## config.mk

```make
export PLATFORM = sky130hd
export DESIGN_NAME = word_serializer
export DESIGN_NICKNAME = d
export VERILOG_FILES = /design/src/rtl/word_serializer_pkg.sv /design/src/rtl/word_serializer.sv
export SDC_FILE = /design/constraint.sdc
export NUM_CORES = 1
export LEC_CHECK = 0
export CAP_MARGIN = 15
export CORE_MARGIN = 3
export CORE_UTILIZATION = 40
export DETAILED_ROUTE_END_ITERATION = 10
export HOLD_SLACK_MARGIN = 0.15
export MAX_ROUTING_LAYER = met4
export SYNTH_ARGS = -nofsm -noshare
export SYNTH_HDL_FRONTEND = slang
export SYNTH_SLANG_ARGS = --single-unit
```

## constraint.sdc

```tcl
create_clock -name clk -period 1.86 [get_ports clk]
set_input_delay 0.372 -clock clk [delete_from_list [all_inputs] [get_ports clk]]
set_output_delay 0.372 -clock clk [all_outputs]
set_load 0.01 [all_outputs]
```

## src/rtl/word_serializer_pkg.sv

```systemverilog
// Shared types and helpers for the word serializer: FSM state encoding and a
// counter-width helper that never returns zero.
package word_serializer_pkg;

  typedef enum logic {
    S_IDLE  = 1'b0,
    S_SHIFT = 1'b1
  } state_t;

  // $clog2 of 1 is 0, which would give a zero-width counter.
  function automatic int clog2_safe(input int w);
    int r;
    r = $clog2(w);
    return (r < 1) ? 1 : r;
  endfunction

endpackage

```

## src/rtl/word_serializer.sv

```systemverilog
// Parallel-to-serial converter with one holding register in front of the
// shifter, so back-to-back words stream at one bit per clock with no bubble.
import word_serializer_pkg::*;

module word_serializer #(
  parameter int WIDTH     = 8,
  parameter bit MSB_FIRST = 1'b1,
  parameter bit IDLE_BIT  = 1'b0
) (
  input  logic             clk,
  input  logic             rst,
  input  logic [WIDTH-1:0] in_data,
  input  logic             in_valid,
  output logic             in_ready,
  output logic             ser_out,
  output logic             ser_valid,
  output logic             word_last,
  output logic             busy
);

  localparam int CNT_W = clog2_safe(WIDTH);
  localparam logic [CNT_W-1:0] LAST_CNT = CNT_W'(WIDTH - 1);

  state_t             state_q, state_d;
  logic               hold_full_q, hold_full_d;
  logic [WIDTH-1:0]   hold_q, hold_d;
  logic [WIDTH-1:0]   shift_reg_q, shift_reg_d;
  logic [CNT_W-1:0]   bit_cnt_q, bit_cnt_d;

  logic               accept;
  logic               at_last;
  logic [WIDTH-1:0]   shifted;

  always_ff @(posedge clk or posedge rst) begin
    if (rst) begin
      state_q     <= S_IDLE;
      hold_full_q <= 1'b0;
      hold_q      <= '0;
      shift_reg_q <= '0;
      bit_cnt_q   <= '0;
    end else begin
      state_q     <= state_d;
      hold_full_q <= hold_full_d;
      hold_q      <= hold_d;
      shift_reg_q <= shift_reg_d;
      bit_cnt_q   <= bit_cnt_d;
    end
  end

  // in_ready comes only from a flop, so upstream sees no path from in_valid.
  assign in_ready = !hold_full_q;
  assign accept   = in_valid && in_ready;
  assign at_last  = (state_q == S_SHIFT) && (bit_cnt_q == LAST_CNT);
  assign shifted  = MSB_FIRST ? {shift_reg_q[WIDTH-2:0], 1'b0}
                              : {1'b0, shift_reg_q[WIDTH-1:1]};

  always_comb begin
    state_d     = state_q;
    hold_full_d = hold_full_q;
    hold_d      = hold_q;
    shift_reg_d = shift_reg_q;
    bit_cnt_d   = bit_cnt_q;

    case (state_q)
      S_IDLE: begin
        if (accept) begin
          shift_reg_d = in_data;
          bit_cnt_d   = '0;
          state_d     = S_SHIFT;
        end
      end

      S_SHIFT: begin
        if (at_last) begin
          // Refill from hold first; a fresh accept is impossible while hold is full.
          bit_cnt_d = '0;
          if (hold_full_q) begin
            shift_reg_d = hold_q;
            hold_full_d = 1'b0;
          end else if (accept) begin
            shift_reg_d = in_data;
          end else begin
            shift_reg_d = shifted;
            state_d     = S_IDLE;
          end
        end else begin
          shift_reg_d = shifted;
          bit_cnt_d   = bit_cnt_q + CNT_W'(1);
          if (accept) begin
            hold_d      = in_data;
            hold_full_d = 1'b1;
          end
        end
      end

      default: state_d = S_IDLE;
    endcase
  end

  always_comb begin
    ser_valid = (state_q == S_SHIFT);
    word_last = at_last;
    busy      = (state_q == S_SHIFT) || hold_full_q;
    ser_out   = IDLE_BIT;
    if (state_q == S_SHIFT) begin
      ser_out = MSB_FIRST ? shift_reg_q[WIDTH-1] : shift_reg_q[0];
    end
  end

endmodule

```

# == Yosys cells after proc, flatten, opt, wreduce, memory -nomap -nowiden ==
# Cells that the tools add are included.
# classes
add_sub_neg,1
multipliers,0
div_mod_pow,0
n_lt_le_gt_ge,0
eq_ne,2
n_shift,0
muxes,15
n_bitwise,2
n_reduce_logical,7
# ops
operator,count
8-bit two-way mux,4
8-bit one-hot mux with 2 select lines,1
1-bit two-way mux,6
3-bit two-way mux,2
3-bit one-hot mux with 2 select lines,1
"3-bit by 1-bit adder with 3-bit output, second input constant",1
"3-bit == test, second input constant",1
3-bit AND reduction,1
1-bit logical AND,2
"2-bit != test, second input constant",1
1-bit NOT,2
1-bit one-hot mux with 2 select lines,1
2-bit AND reduction,1
2-bit nonzero test,1
1-bit logical NOT,1
1-bit logical OR,1
# word_totals
reg_bits,21
latch_bits,0
mem_bits_rw,0
romBits,0
input_bits,11
output_inout_bits,5
word_cells,32
n_memories,0

# == Longest topological paths before layout ==
# Gate-level depths: netlist of the first run.
# logic_depth
word_depth,6
depth_mapped,7
ltp_nobuf,6

# == Least setup slack after synthesis of the first run ==
# Ideal clock, no wire load.
# synth_path
kind,flip-flop to flip-flop
from,reg bit_cnt_q[0]
to,reg hold_q[0]
setup_ns,0.125
arrival_time_ns,1.562
required_ns,1.735
setup_slack_ns,0.173
path_stages_with_launch,8
path_buffers,1
period_less_slack_ns,1.687
path_cell_list,dfrtp_1 ha_1 ha_1 clkbuf_2 inv_1 nand2_1 nor2_4 mux2_2
# synth_via
elab_chain_len,4
# synth_lines
item,line,rtl
from (decl),word_serializer.sv:28,"logic [CNT_W-1:0] bit_cnt_q, bit_cnt_d;"
from (signal assigned),word_serializer.sv:46,bit_cnt_q <= bit_cnt_d;
3-bit == test,word_serializer.sv:53,assign at_last = (state_q == S_SHIFT) && (bit_cnt_q == LAST_CNT);
1-bit logical AND,word_serializer.sv:53,
1-bit NOT (no source line),n/a,
3-bit AND reduction (no source line),n/a,
to (signal assigned),word_serializer.sv:44,hold_q <= hold_d;
to (decl),word_serializer.sv:26,"logic [WIDTH-1:0] hold_q, hold_d;"
# Every way passes these cells.
# A chain may end at the register's enable or synchronous reset.

# == Worst setup path after layout of the first run ==
# layout_path
from,reg state_q (netlist: ser_valid)
to,out ser_out
# layout_via
elab_chain_len,1
# layout_lines
item,line,rtl
from (decl),word_serializer.sv:24,"state_t state_q, state_d;"
from (signal assigned),word_serializer.sv:42,state_q <= state_d;
1-bit two-way mux,word_serializer.sv:105,if (state_q == S_SHIFT) begin
to (decl),word_serializer.sv:15,"output logic ser_out,"
# Every way passes these cells.

==> results.py, run 1 <==
metrics = {
    "drt": {
        "wl_per_cell_um": 14.6,
        "route.detailed.drc": 0,
        "antenna_left": 0,
        "viasPerCell": 5.41,
        "drtIter0Drc": 22,
        "routed_wirelength_um": 2540,
        "vias": 941,
        "drt_first_pass_iters": 4,
    },
    "sta": {
        "tightestPinTransition_ns": 0.380,
        "max_freq_mhz": 554,
        "fin_setup_tns_ns": 0,
        "slew_headroom_pct": 74.7,
        "hold_viol_final": 0,
        "setup_slack_ns": 0.0539,
        "skew_ns": 0.0122,
        "finalCritPeriodShare_pct": 97.1,
        "maxSlewViolCount": 0,
        "whs_ns": 0.380,
        "min_period_ns": 1.81,
        "setup_violations": 0,
    },
    "synthesis": {
        "synth_simple_gate_area_share_pct": 16.1,
        "synth_xor_area_share_pct": 0,
        "synth_top_area_share_pct": 47.8,
        "synth_top_family_by_area": "compound AO/OA/AOI/OAI gates",
        "synth-main-ff-cell": "dfrtp_1",
        "synth_edf_count": 0,
        "synthMuxAreaShare_pct": 10.0,
        "async_reset_ff_share_pct": 100,
        "synth.net_count": 123,
        "syn_inst": 110,
        "synth_area_leaders": "dfrtp_1, mux2_2, a21oi_1, o21ai_0, and2_1",
        "syn_avg_cell_area_um2": 9.99,
        "yosysSeqAreaShare_pct": 47.8,
        "synth_warnings": 0,
        "synthDistinctLibCells": 29,
        "synth_top_area_cell": "dfrtp_1",
        "synth-seq-cells": 21,
        "synthAdderAreaFrac_pct": 2.28,
        "synthesis.area_mm2": 0.00110,
        "synth_compound_area_share_pct": 19.8,
    },
    "hold_path": {
        "min_path_type": "in -> async",
    },
    "setup_path": {
        "worstPathArrival_ns": 1.43,
        "cp-startpoint": "ser_valid",
        "cp-end-kind": "output port",
        "r2r-end": "hold_q[1]",
        "regToRegStartpoint": "bit_cnt_q[0]",
        "ff2ff_path_depth": 7,
        "cp.required_ns": 1.49,
        "crit_path_end": "ser_out",
        "crit_fanout": 8,
        "rrSetupSlack_ns": 0.14,
        "crit_path_start_kind": "flop",
        "crit_type": "reg -> out",
    },
    "global_routing": {
        "grt_pass1_vias": 906,
        "antenna_found_initial": 0,
        "grt_pass1_wl_um": 4300,
        "track_usage_pct": 16.9,
        "grt_max_degree": 22,
        "overflow": 0,
    },
    "final_layout": {
        "final_common_cell": "buf_4",
        "seq_area_um2": 528,
        "areaGrowthSynthToFinish_pct": 32.8,
        "n_antenna_cell": 0,
        "nets": 158,
        "drive_above_1_share_pct": 28.5,
        "multi_input_area_um2": 538,
        "fillCellCount": 224,
        "mostFrequentLayoutCells": "buf_4, dfrtp_1, clkdlybuf4s50_1",
    },
    "placement": {
        "place_hpwl_um": 1770,
        "dp_slack_ns": -0.00238,
        "gp_congestion": 0.779,
        "portBuffers": 15,
    },
    "flow_run": {
        "max-cap-violations": 0,
    },
    "clock_network": {
        "cts_buffer_depth": 2,
        "clock_latency_ns": 0.31,
        "cts_root_buffer": "clkbuf_4",
        "htreeDepth": 1,
        "clk_pin_slew_ns": 0.12,
        "cts_tree": "done",
        "cts_buffers": 3,
        "clkSinkCount": 21,
        "cts_hold_buffers": 0,
    },
    "floorplan": {
        "core_area_mm2": 0.00254,
        "fp.dieH_um": 58.4,
        "start_util_pct": 43.2,
        "fp.dieW_um": 58.4,
        "die-area_mm2": 0.00341,
        "ios": 16,
        "num_rows": 18,
    },
    "status": {
        "status": "finished, final reports clean",
    },
    "pwr": {
        "powerDensity_mw_per_mm2": 1420,
        "vdd_drop_max_uv": 835,
        "p_leak_nw": 0.638,
    },
}
==> logic make-up (layout without fill, tap and decap cells) <==
| group | count (synthesis) | count (layout) |
|---|---|---|
| DFF | 21 | 21 |
| AOI/OAI and AO/OA | 34 | 34 |
| muxes | 10 | 10 |
| buffers and inverters | 10 | 44 |
| and+or+nand+nor | 33 | 33 |
| adders and majority gates | 2 | 2 |
==> timing repair <==
item,4_1_cts,5_1_grt
buffers inserted,4,6
gates resized for setup,9,3
pin swaps,0,1
setup endpoints to repair,5,16
==> layout make-up <==
| class | count | area share [%] |
|---|---|---|
| Multi-Input combinational cell | 79 | 36.9 |
| Tap cell | 30 | 2.57 |
| Inverter | 4 | 1.03 |
| Clock buffer | 4 | 1.80 |
| Timing Repair Buffer | 36 | 21.5 |
| Sequential cell | 21 | 36.2 |
==> worst min-delay path by stage <==
stage	endpoint	from	cells past startpoint	slack [ns]
floorplan	bit_cnt_q[0]	rst	1	0.35
global placement	hold_q[7]	hold_q[7]	1	0.49
detailed placement	hold_q[3]	hold_q[3]	1	0.49
CTS	bit_cnt_q[0]	rst	3	0.38
global route	hold_q[1]	rst	3	0.41
finish	bit_cnt_q[0]	rst	3	0.38
==> power by group <==
part | leakage, nW | internal (mW) | switching, mW
Sequential | 0.254 | 0.673 | 0.132
Clock | 0.0150 | 0.0837 | 0.141
Combinational | 0.369 | 0.591 | 0.456
Total | 0.638 | 1.35 | 0.729
==> critical path, stage by stage (launching register included) <==
cell and delay, ns:
dfrtp_2 0.46, and2_1 0.14, clkdlybuf4s50_1 0.52
==> synthesized netlist by cell type (2+ instances only) <==
master,count
nor2_1,3
nand2_1,11
a21oi_1,10
o32a_1,3
ha_1,2
clkbuf_1,3
and2_1,7
a22o_1,2
and3_1,3
o2bb2ai_1,2
nand2b_1,4
dfrtp_1,21
a211oi_1,3
mux2i_1,2
inv_1,4
o21ai_0,10
mux2_2,8
==> flip-flops by register name, summed over array words and instances (netlist names) <==
signal / flops
shift_reg_q: 8
hold_full_q: 1
ser_valid: 1
bit_cnt_q: 3
hold_q: 8
==> through the flow <==
step                power, mW  instances  utilization, %  area, um2
finish                   2.08        174            57.3       1460
global route             2.25        174            57.3       1460
CTS                      1.99        168            54.9       1400
detailed placement       1.72        160            52.7       1340
global placement         1.69        160            52.7       1340
floorplan                1.41        110               -       1100
==> layer usage <==
metal | wire length, um | vias to the layer above | GRT usage [%] | share of wire [%]
met3 | 105 | 4 | 4.39 | 4.1
met4 | 42 | 0 | 4.64 | 1.7
li1 | - | 461 | - | -
met2 | 1200 | 16 | 24.2 | 47
met1 | 1200 | 460 | 23.5 | 47
met5 | 0 | - | - | 0
Note: power is estimated with default switching activity, not from simulation.
==> inputs of run 2 (changes only) <==
--- a/config.mk
+++ b/config.mk
@@ -9,7 +9,7 @@
 export CORE_MARGIN = 3
 export CORE_UTILIZATION = 40
 export DETAILED_ROUTE_END_ITERATION = 10
-export HOLD_SLACK_MARGIN = 0.15
+export HOLD_SLACK_MARGIN = 0.12
 export MAX_ROUTING_LAYER = met4
 export SYNTH_ARGS = -nofsm -noshare
 export SYNTH_HDL_FRONTEND = slang
==> results of run 2 <==
Final layout, timing and power as in run 1 (identical DEF).
